--- src/rtl/ym2413_bus_writer_if.sv ---
// Request and pin-level bus bundle for the OPLL host-side write master.
// The master modport is the writer itself; the slave modport is the host
// that issues requests and observes the pins.
interface ym2413_bus_writer_if;
  logic       req_valid;
  logic       req_ready;
  logic [7:0] req_reg;
  logic [7:0] req_data;
  logic [7:0] bus_d;
  logic       bus_a0;
  logic       bus_cs;
  logic       bus_wr;
  logic       busy;
  logic       done;

  modport master (
    input  req_valid, req_reg, req_data,
    output req_ready, bus_d, bus_a0, bus_cs, bus_wr, busy, done
  );

  modport slave (
    output req_valid, req_reg, req_data,
    input  req_ready, bus_d, bus_a0, bus_cs, bus_wr, busy, done
  );
endinterface

--- src/rtl/ym2413_bus_writer.sv ---
// Host-side OPLL write master: converts a (register, data) request into the
// address strobe / wait / data strobe / wait pin sequence of the core's CPU
// port. All pin outputs come from flops; one shared down-counter times every
// phase and is reloaded on each state entry.
//
// state     | meaning
// ----------+-----------------------------------------------
// S_IDLE    | ready for a request, pins parked at d=0, a0=0
// S_A_SETUP | register address on d, a0=0, strobes low
// S_A_PULSE | cs/wr high for the address write
// S_A_WAIT  | address-write recovery, strobes low
// S_D_SETUP | data value on d, a0=1, strobes low
// S_D_PULSE | cs/wr high for the data write
// S_D_WAIT  | data-write recovery before the next request
module ym2413_bus_writer #(
  parameter int SETUP_CYC = 1,
  parameter int PULSE_CYC = 2,
  parameter int ADDR_WAIT = 12,
  parameter int DATA_WAIT = 84
) (
  input logic                 clk,
  input logic                 rst,
  ym2413_bus_writer_if.master bus
);

  localparam int MAX_AB  = (SETUP_CYC > PULSE_CYC) ? SETUP_CYC : PULSE_CYC;
  localparam int MAX_CD  = (ADDR_WAIT > DATA_WAIT) ? ADDR_WAIT : DATA_WAIT;
  localparam int MAX_CYC = (MAX_AB > MAX_CD) ? MAX_AB : MAX_CD;
  localparam int CW      = (MAX_CYC > 1) ? $clog2(MAX_CYC) : 1;

  // Reload values are duration-1 so a phase ends when the counter reads zero.
  localparam logic [CW-1:0] LD_SETUP = CW'(SETUP_CYC - 1);
  localparam logic [CW-1:0] LD_PULSE = CW'(PULSE_CYC - 1);
  localparam logic [CW-1:0] LD_AWAIT = CW'(ADDR_WAIT - 1);
  localparam logic [CW-1:0] LD_DWAIT = CW'(DATA_WAIT - 1);

  typedef enum logic [2:0] {
    S_IDLE,
    S_A_SETUP,
    S_A_PULSE,
    S_A_WAIT,
    S_D_SETUP,
    S_D_PULSE,
    S_D_WAIT
  } state_t;

  state_t        state, state_next;
  logic [CW-1:0] cnt, cnt_next;
  logic [7:0]    data_q;
  logic          latch_en;
  logic [7:0]    d_q, d_next;
  logic          a0_q, a0_next;
  logic          strb_q, strb_next;
  logic          done_q, done_next;
  logic          cnt_zero;

  assign cnt_zero = (cnt == '0);

  // Every phase must last at least one cycle; a zero-length phase would
  // break the hold guarantee around the strobes.
  param_check: assert property (@(posedge clk)
    (SETUP_CYC >= 1) && (PULSE_CYC >= 1) && (ADDR_WAIT >= 1) && (DATA_WAIT >= 1));

  // Next-state, counter reload and next pin values.
  always_comb begin
    state_next = state;
    cnt_next   = cnt;
    latch_en   = 1'b0;
    d_next     = d_q;
    a0_next    = a0_q;
    strb_next  = strb_q;
    done_next  = 1'b0;

    case (state)
      S_IDLE: begin
        d_next    = 8'h00;
        a0_next   = 1'b0;
        strb_next = 1'b0;
        if (bus.req_valid) begin
          state_next = S_A_SETUP;
          cnt_next   = LD_SETUP;
          latch_en   = 1'b1;
          d_next     = bus.req_reg;
        end
      end
      S_A_SETUP: begin
        if (cnt_zero) begin
          state_next = S_A_PULSE;
          cnt_next   = LD_PULSE;
          strb_next  = 1'b1;
        end else begin
          cnt_next = cnt - 1'b1;
        end
      end
      S_A_PULSE: begin
        if (cnt_zero) begin
          state_next = S_A_WAIT;
          cnt_next   = LD_AWAIT;
          strb_next  = 1'b0;
        end else begin
          cnt_next = cnt - 1'b1;
        end
      end
      S_A_WAIT: begin
        if (cnt_zero) begin
          state_next = S_D_SETUP;
          cnt_next   = LD_SETUP;
          d_next     = data_q;
          a0_next    = 1'b1;
        end else begin
          cnt_next = cnt - 1'b1;
        end
      end
      S_D_SETUP: begin
        if (cnt_zero) begin
          state_next = S_D_PULSE;
          cnt_next   = LD_PULSE;
          strb_next  = 1'b1;
        end else begin
          cnt_next = cnt - 1'b1;
        end
      end
      S_D_PULSE: begin
        if (cnt_zero) begin
          state_next = S_D_WAIT;
          cnt_next   = LD_DWAIT;
          strb_next  = 1'b0;
        end else begin
          cnt_next = cnt - 1'b1;
        end
      end
      S_D_WAIT: begin
        if (cnt_zero) begin
          state_next = S_IDLE;
          cnt_next   = '0;
          d_next     = 8'h00;
          a0_next    = 1'b0;
          done_next  = 1'b1;
        end else begin
          cnt_next = cnt - 1'b1;
        end
      end
      default: begin
        state_next = S_IDLE;
        cnt_next   = '0;
        d_next     = 8'h00;
        a0_next    = 1'b0;
        strb_next  = 1'b0;
      end
    endcase
  end

  // State, counter, latched data and registered pins; reset beats a request.
  always_ff @(posedge clk) begin
    if (rst) begin
      state  <= S_IDLE;
      cnt    <= '0;
      data_q <= 8'h00;
      d_q    <= 8'h00;
      a0_q   <= 1'b0;
      strb_q <= 1'b0;
      done_q <= 1'b0;
    end else begin
      state  <= state_next;
      cnt    <= cnt_next;
      d_q    <= d_next;
      a0_q   <= a0_next;
      strb_q <= strb_next;
      done_q <= done_next;
      if (latch_en) begin
        data_q <= bus.req_data;
      end
    end
  end

  assign bus.req_ready = (state == S_IDLE);
  assign bus.busy      = (state != S_IDLE);
  assign bus.bus_d     = d_q;
  assign bus.bus_a0    = a0_q;
  assign bus.bus_cs    = strb_q;
  assign bus.bus_wr    = strb_q;
  assign bus.done      = done_q;

endmodule

--- src/flat_wrapper.sv ---
// flat-port wrapper written by rule: the top's interface ports become plain ports
module ym2413_bus_writer_flat 
#(
  parameter int SETUP_CYC = 1,
  parameter int PULSE_CYC = 2,
  parameter int ADDR_WAIT = 12,
  parameter int DATA_WAIT = 84
)
  (clk, rst, bus_req_valid, bus_req_reg, bus_req_data, bus_req_ready, bus_bus_d, bus_bus_a0, bus_bus_cs, bus_bus_wr, bus_busy, bus_done);
  ym2413_bus_writer_if bus_i ();
  input logic clk;
  input logic rst;
  input wire logic [$bits(bus_i.req_valid)-1:0] bus_req_valid;
  input wire logic [$bits(bus_i.req_reg)-1:0] bus_req_reg;
  input wire logic [$bits(bus_i.req_data)-1:0] bus_req_data;
  output wire logic [$bits(bus_i.req_ready)-1:0] bus_req_ready;
  output wire logic [$bits(bus_i.bus_d)-1:0] bus_bus_d;
  output wire logic [$bits(bus_i.bus_a0)-1:0] bus_bus_a0;
  output wire logic [$bits(bus_i.bus_cs)-1:0] bus_bus_cs;
  output wire logic [$bits(bus_i.bus_wr)-1:0] bus_bus_wr;
  output wire logic [$bits(bus_i.busy)-1:0] bus_busy;
  output wire logic [$bits(bus_i.done)-1:0] bus_done;
  assign bus_i.req_valid = bus_req_valid;
  assign bus_i.req_reg = bus_req_reg;
  assign bus_i.req_data = bus_req_data;
  assign bus_req_ready = bus_i.req_ready;
  assign bus_bus_d = bus_i.bus_d;
  assign bus_bus_a0 = bus_i.bus_a0;
  assign bus_bus_cs = bus_i.bus_cs;
  assign bus_bus_wr = bus_i.bus_wr;
  assign bus_busy = bus_i.busy;
  assign bus_done = bus_i.done;
  ym2413_bus_writer #(.SETUP_CYC(SETUP_CYC), .PULSE_CYC(PULSE_CYC), .ADDR_WAIT(ADDR_WAIT), .DATA_WAIT(DATA_WAIT)) u_core (.clk(clk), .rst(rst), .bus(bus_i));
endmodule
--- config.mk ---
export PLATFORM = sky130hd
export DESIGN_NAME = ym2413_bus_writer_flat
export DESIGN_NICKNAME = d
export VERILOG_FILES = /design/src/rtl/ym2413_bus_writer_if.sv /design/src/rtl/ym2413_bus_writer.sv /design/src/flat_wrapper.sv
export SDC_FILE = /design/constraint.sdc
export NUM_CORES = 1
export LEC_CHECK = 0
export BUFFER_PORTS_ARGS = -buffer_cell sky130_fd_sc_hd__buf_2
export CORE_UTILIZATION = 30
export DETAILED_ROUTE_END_ITERATION = 12
export PLACE_DENSITY_LB_ADDON = 0.2
export SLEW_MARGIN = 20
export SYNTH_ARGS = -nofsm -noshare
export SYNTH_HDL_FRONTEND = slang
export SYNTH_SLANG_ARGS = --single-unit
--- constraint.sdc ---
create_clock -name clk -period 4.4 [get_ports clk]
set_input_delay 0 -clock clk [delete_from_list [all_inputs] [get_ports clk]]
set_output_delay 0 -clock clk [all_outputs]
set_load 0.01 [all_outputs]
# Word level (Yosys, flattened, before mapping)
# Index checks and enable logic that the tools add are counted.
op_classes:
  n_addsub: 1
  n_eq_ne: 15
  mux: 25
  bitwise_logic: 3
  reduce_logical: 11
op_table:
  columns: ["operator", "n"]
  rows:
  - ["$mux 7", 5]
  - ["$pmux 7 s5", 1]
  - ["$pmux 8 s4", 1]
  - ["$mux 8", 3]
  - ["$mux 3", 7]
  - ["$pmux 3 s7", 1]
  - ["$ne 2x1->1 const B", 8]
  - ["$eq 3x3->1 const B", 3]
  - ["$reduce_or 2->1", 4]
  - ["$logic_not 7->1", 1]
  - ["$reduce_and 7->1", 1]
  - ["$sub 7x1->7 const B", 1]
  - ["$eq 3x2->1 const B", 2]
  - ["$pmux 1 s3", 2]
  - ["$reduce_and 3->1", 2]
  - ["$mux 1", 5]
  - ["$reduce_or 4->1", 1]
  - ["$eq 3x1->1 const B", 1]
  - ["$logic_not 3->1", 1]
  - ["$not 1->1", 3]
  - ["$reduce_bool 3->1", 1]
  - ["$ne 2x2->1 const B", 1]
totals:
  reg_bits: 29
  input_bits: 19
  output_inout_bits: 14

# Longest topological paths before layout
# Gate-level depths: netlist of the first run.
logic_depth:
  word_depth: 4
  mapped_depth: 8
  ltp_nobuf: 6

# Worst setup path after synthesis of the first run
# No wires, ideal clock.
synth_path:
  kind: "register -> register"
  from: "register u_core.cnt[0]"
  to: "register u_core.cnt[0]"
  t_arrival_ns: 1.707
  required_ns: 4.339
  slack_ns: 2.632
  path_stages_with_launch: 7
  period_less_slack_ns: 1.768
  cell_sequence: "dfxtp_1 inv_1 ha_1 nand2b_1 nor3_4 nor4_2 a22o_1"
synth_via:
  elab_chain_cells: 3
  word_cells_on_any_way: 7
synth_rtl:
  columns: ["item", "line", "text"]
  rows:
  - ["start: declaration", "ym2413_bus_writer.sv:48", "logic [CW-1:0] cnt, cnt_next;"]
  - ["start signal: assignment", "ym2413_bus_writer.sv:165", "cnt <= cnt_next;"]
  - ["$sub 7x1->7 / $logic_not 7->1 (equally long branches)", null, null]
  - ["$mux 7 (on tied branches)", null, null]
  - ["$pmux 7 s5 *", "ym2413_bus_writer.sv:74", "case (state)"]
# Mark *: on every way between the ends. The rest lies on a longest branch, timed or not.
# A chain may end at the register's enable or synchronous reset.

# Worst setup path in the final report of the first run
# Ends and elaborated chain as after synthesis.

==> metrics, run 1 <==
status finished clean; Worst-path clk slew around 0.06 ns; Max Slew Vio Count 0; Yosys top cell area share 0.399; crit path max-delay cell type nor4_2; Post-DRT Antenna Nets 0; number of synthesized flops with an enable pin 0; number of diodes 0; post-DP HPWL between 2000 and 3000 um; Syn Nets ~200; Vias/cell roughly 5.3; CP max FO 11; number of global-route vias before repair about 1300; fin nets between 200 and 250; Avg Inst Size Synth around 8.4 sq um; # setup viols final 0; delay-heaviest family, CP simple AND/OR/NAND/NOR gates; first-pass GRT wire length 6230 um; # resized after CTS 0; initial DRC count 70; RSZ-0062 raised after global routing false; Reg2Reg Launch Point u_core.cnt[0]$_SDFFE_PP0N_; Synth Flop Type dfxtp_1; R2R Setup Slk ~2.3 ns; initial antenna violation count 0; root buf cell clkbuf_8; crit end category flip-flop; area growth from synthesis to layout 23.5%; height of the die around 70 um; RD Place Congestion between 0.7 and 0.8; CTS tree yes; Yosys warning count 0; FF-to-FF path depth 6; worst hold endpoint u_core.bus.bus_d[6]$_SDFFE_PP0P_; WS Path Type flip-flop to flip-flop; H-tree levels 2; synth top area cells dfxtp_1, nand2_1, a21oi_1; Netlist cell types 46; fin util 0.399; I/O pin count 33; Final Skew 0.00965 ns; P_leak just over 0.7 nW; register area share after synthesis 0.399; Post-CTS Setup Inserts 0; DR WL/cell ~14 um; share of layout cells above drive strength 1 0.220; Synth top cells by count nand2_1, dfxtp_1, a21oi_1, a22oi_1, o2bb2ai_1; Num CTS Buffers 5; Synth area leader dfxtp_1; die area ~0.0051 sq mm; Clk Latency, worst-skew pair between 0.2 and 0.3 ns; RR Endpoint u_core.cnt[0]$_SDFFE_PP0N_; final WL 3690 um; Vias between 1000 and 1500; floorplan row count 24; slew at the pin closest to its max-slew limit around 0.8 ns; worst path cell trace inv_1, ha_1, nand2b_1, nor3_4, nor4_2, a22o_1; CP max stage delay approximately 0.75 ns; CP startpoint kind flip-flop; Slew headroom 0.462; core area 0.00450 sq mm; max frequency between 0.4 and 0.5 GHz; Max VDD drop 0.000251 V; Period Utilization, post-route 0.488; Max Cap Violations 0; final setup TNS 0 ns; Hold Startpoint bus_req_reg[6]; Overall Power about 1.3 mW; initial core utilization 0.323; dpl cell area around 0.0016 sq mm; final hold violation count 0; Worst Hold Path Cells 3; Chip Width around 70 um; Overflow after GRT 0; DRC Markers 0; P per Cell Area a little over 700 mW/mm^2; worst slack, placed 2.25 ns; Pre-antenna DRT Iters 4; Finished Cell Area 0.00180 sq mm; most common cell in the netlist nand2_1; port bufs 32; Worst Hold Class input pin to flip-flop; Yosys reg bits 29; Mapped Area about 0.0015 sq mm; Req. time, crit path roughly 4.6 ns; async set-reset flop share out of synthesis 0; Post-Syn Instances ~170; Critical Path AT 2.37 ns; WP buf/inv 1; Setup WS post-layout roughly 2.3 ns; gr usage total 0.155; crit path time final 2.15 ns; Clock Sinks 29; largest net degree at the start of global routing 18; CTS max path bufs 2
[cells in the final DEF (no fill, tap or decap), types with 2 or more instances in the layout]
cell	n
a211oi_1	3
a21oi_1	14
a22oi_1	8
buf_2	32
clkbuf_8	5
dfxtp_1	29
dlygate4sd3_1	9
ha_1	2
inv_1	4
nand2_1	31
nand2b_1	3
nand3_1	4
nor2_1	7
nor2b_1	3
nor3_1	4
nor4_1	3
o211ai_1	3
o21a_1	2
o21ai_0	7
o2bb2ai_1	8
o31a_1	2
or3_1	2
[cells by family after synthesis]
group           share of synthesized area
simple gates                        0.241
compound gates                      0.264
flops                               0.399
buf+inv                            0.0662
fa+ha+maj                          0.0241
xor+xnor                          0.00602
[how the worst max path moves through the flow]
| stage | from | endpoint | slack [ns] | cells after the start |
|---|---|---|---|---|
| floorplan | u_core.cnt[0]$_SDFFE_PP0N_ | u_core.cnt[0]$_SDFFE_PP0N_ | 2.63 | 6 |
| global placement | u_core.cnt[0]$_SDFFE_PP0N_ | u_core.cnt[0]$_SDFFE_PP0N_ | 2.25 | 6 |
| detailed placement | u_core.cnt[0]$_SDFFE_PP0N_ | u_core.cnt[0]$_SDFFE_PP0N_ | 2.25 | 6 |
| CTS | u_core.cnt[0]$_SDFFE_PP0N_ | u_core.cnt[0]$_SDFFE_PP0N_ | 2.23 | 6 |
| global route | u_core.cnt[0]$_SDFFE_PP0N_ | u_core.cnt[0]$_SDFFE_PP0N_ | 2.05 | 6 |
| finish | u_core.cnt[0]$_SDFFE_PP0N_ | u_core.cnt[0]$_SDFFE_PP0N_ | 2.25 | 6 |
[layout make-up]
type / count / area (sq um)
inverters: 5 / 18.8
well taps: 52 / 65.1
fillers: 482 / 2710
repair buffers: 41 / 250
clock buffers: 5 / 68.8
clock inverters: 2 / 35.0
flip-flops and latches: 29 / 581
multi-input cells: 127 / 778
[tightest hold or removal path: stages]
cell and delay (ns):
buf_2 0.08, a22oi_1 0.06, o2bb2ai_1 0.11
[power breakdown]
| part | leakage, nW | internal [mW] | switching (mW) |
|---|---|---|---|
| Sequential | 0.237 | 0.333 | 0.0877 |
| Clock | 0.0540 | 0.164 | 0.102 |
| Combinational | 0.432 | 0.235 | 0.385 |
[routing by layer]
layer,vias to the layer above,wire length [um],track usage
li1,703,-,-
met1,623,1830,0.210
met2,41,1640,0.245
met3,5,193,0.0366
met4,0,25,0.0458
met5,-,0,0
[timing repair]
item                       CTS  global route
hold buffers                 9             0
setup endpoints to repair    0             0
hold endpoints to repair     9             0
[state kept, by name, summed over array words and instances (netlist names)]
| signal | count |
|---|---|
| u_core.bus.done | 1 |
| u_core.state | 3 |
| u_core.data_q | 8 |
| u_core.bus.bus_a0 | 1 |
| u_core.cnt | 7 |
| u_core.bus.bus_cs | 1 |
| u_core.bus.bus_d | 8 |
[stage by stage]
step	hold WS, ns	cells
after floorplan	0.136	174
after global placement	0.247	245
after detailed placement	0.248	245
after CTS	0.000787	261
after global routing	0.0176	261
final	0.00758	261
(Power assumes the default switching activity.)
==> run 2, diff against run 1 <==
- clock period: 4.4 -> 1.9 ns (I/O delays scaled with it)
==> run 2 against run 1 <==
Fmax up 20%. Sequential cell count unchanged. Setup slack worse by 2.1 ns. Cell area up 7.1%. Critical path type unchanged. Largest cell class unchanged. Highest routed layer unchanged.
==> metrics, run 2 (synthesis gave the netlist of run 1 again) <==
status finished clean; RR Endpoint u_core.cnt[0]$_SDFFE_PP0N_; number of diodes 0 (unchanged); fin nets 246 (+7.0%); commonest non-fill, non-tap cell in the layout buf_2; FF-to-FF path depth 5 (-1); Max VDD drop 0.000527 V (+110%); Vias/cell 5.19 (-1.3%); Slew headroom 0.694 (+0.231); Vias 1443 (+5.2%); CTS max path bufs 2 (unchanged); Period Utilization, post-route 0.942 (+0.454); worst path cell trace or4_4, nor3_1, nor4_2, buf_4, a22o_1; I/O pin count 33 (unchanged); CTS tree yes; crit path time final 1.79 ns (-0.356 ns); final WL 3910 um (+6.0%); max frequency 0.559 GHz (+20%); post-DP HPWL 2700 um (+3.5%); RSZ-0062 raised after global routing false; root buf cell clkbuf_8; area growth from synthesis to layout 32.2%; largest net degree at the start of global routing 18 (unchanged); Reg2Reg Launch Point u_core.cnt[4]$_SDFFE_PP0N_; height of the die 71.6 um (unchanged); Num CTS Buffers 5 (unchanged); R2R Setup Slk 0.11 ns (-2.14 ns); initial core utilization 0.323 (unchanged); core area 0.00450 sq mm (unchanged); WS Path Type flip-flop to flip-flop; Hold Startpoint bus_req_reg[3]; share of layout cells above drive strength 1 0.261 (+0.0410); Chip Width 71.6 um (unchanged); P_leak 0.802 nW (+11%); initial antenna violation count 0 (unchanged); final hold violation count 0 (unchanged); DR WL/cell 14.1 um (-0.52%); most frequent cells in the layout buf_2, nand2_1, dfxtp_1, a21oi_1, dlygate4sd3_1; gr usage total 0.173 (+0.0179); Crit. Startpoint u_core.cnt[4]$_SDFFE_PP0N_; Worst Hold Path Cells 3 (unchanged); CP max stage delay 0.57 ns (-0.18 ns); Max Cap Violations 0 (unchanged); die area 0.00513 sq mm (unchanged); H-tree levels 2 (unchanged); WP buf/inv 1 (unchanged); DRC Markers 0 (unchanged); port bufs 32 (unchanged); first-pass GRT wire length 6740 um (+8.2%); Clock Sinks 29 (unchanged); Max Slew Vio Count 0 (unchanged); Post-DRT Antenna Nets 0 (unchanged); Post-CTS Setup Inserts 0 (unchanged); crit path max-delay cell type or4_4; P per Cell Area 1660 mW/mm^2 (+130%); slew at the pin closest to its max-slew limit 0.458 ns (-0.342 ns); Finished Cell Area 0.00192 sq mm (+7.1%); Worst Hold Class input pin to flip-flop; Final Skew 0.00401 ns (-0.00563 ns); # setup viols final 0 (unchanged); worst hold endpoint u_core.bus.bus_d[3]$_SDFFE_PP0P_; RD Place Congestion 0.744 (-4.0%); delay-heaviest family, CP simple AND/OR/NAND/NOR gates; Overflow after GRT 0 (unchanged); dpl cell area 0.00169 sq mm (+5.6%); Req. time, crit path 2.08 ns (-2.54 ns); # resized after CTS 0 (unchanged); Pre-antenna DRT Iters 4 (unchanged); crit end category flip-flop; CP max FO 9 (-2); initial DRC count 176 (+150%); Critical Path AT 1.97 ns (-0.40 ns); CP startpoint kind flip-flop; Worst-path clk slew 0.06 ns (about the same); number of global-route vias before repair 1438 (+11%); Clk Latency, worst-skew pair 0.28 ns (about the same); floorplan row count 24 (unchanged); final setup TNS 0 ns (unchanged)
run 2: cell count changes in the layout (fill, tap and decap cells not counted), sizes merged:
cell	previous run	this run
dlygate4sd3	9	13
clkbuf	5	7
buf	32	44
bufinv	1	0
run 2: where the power goes:
group / total [mW] / internal [mW] / switching [mW]
Sequential: 0.896 / 0.771 / 0.125
Combinational: 1.73 / 0.725 / 1.00
Clock: 0.578 / 0.327 / 0.251
Total: 3.20 / 1.82 / 1.38
run 2: worst min-delay path, delay by kind of cell:
| family | cells | cell delay, ns |
|---|---|---|
| AO/OA/AOI/OAI | 2 | 0.18 |
| buffers and inverters | 1 | 0.09 |
run 2: metrics by stage:
| stage | setup WS, ns | util | hold slack, ns | power, mW | instances |
|---|---|---|---|---|---|
| 6_report | 0.110 | 0.427 | 0.0133 | 3.20 | 278 |
| 2_1_floorplan | 0.132 | - | 0.136 | 2.11 | 174 |
| 3_5_place_dp | 0.170 | 0.376 | 0.248 | 2.61 | 257 |
| 5_1_grt | 0.0179 | 0.427 | 0.0197 | 3.48 | 278 |
| 4_1_cts | 0.0910 | 0.427 | 0.0107 | 3.23 | 278 |
| 3_3_place_gp | 0.189 | 0.376 | 0.244 | 2.62 | 257 |
run 2: metal layers:
| metal | wire, um | vias up | global-route usage |
|---|---|---|---|
| met5 | 0 | - | 0 |
| met4 | 57 | 0 | 0.0697 |
| met3 | 222 | 7 | 0.0492 |
| met2 | 1780 | 47 | 0.279 |
| met1 | 1850 | 661 | 0.217 |
| li1 | - | 728 | - |
run 2: worst max-delay path by stage:
stage                                  endpoint  slack [ns]  depth (start not counted)
2_1_floorplan        u_core.cnt[0]$_SDFFE_PP0N_        0.13                          6
3_3_place_gp       u_core.state[1]$_SDFFE_PP0P_        0.19                          6
5_1_grt        u_core.bus.bus_d[1]$_SDFFE_PP0P_        0.02                          7
4_1_cts              u_core.cnt[0]$_SDFFE_PP0N_        0.09                          5
3_5_place_dp         u_core.cnt[0]$_SDFFE_PP0N_        0.17                          5
6_report             u_core.cnt[0]$_SDFFE_PP0N_        0.11                          5
run 2: cell type report:
class / count / area (sq um)
inverter: 5 / 18.8
clock inverter: 1 / 5.00
clock buffer: 7 / 96.3
fill: 461 / 2580
sequential: 29 / 581
timing repair buffer: 57 / 380
tap: 52 / 65.1
multi-input combinational: 127 / 778
run 2: what timing repair did:
item | in CTS | in global routing
hold buffers | 13 | 0
endpoints found under the hold margin | 13 | 0
endpoints found under the setup margin | 0 | 0
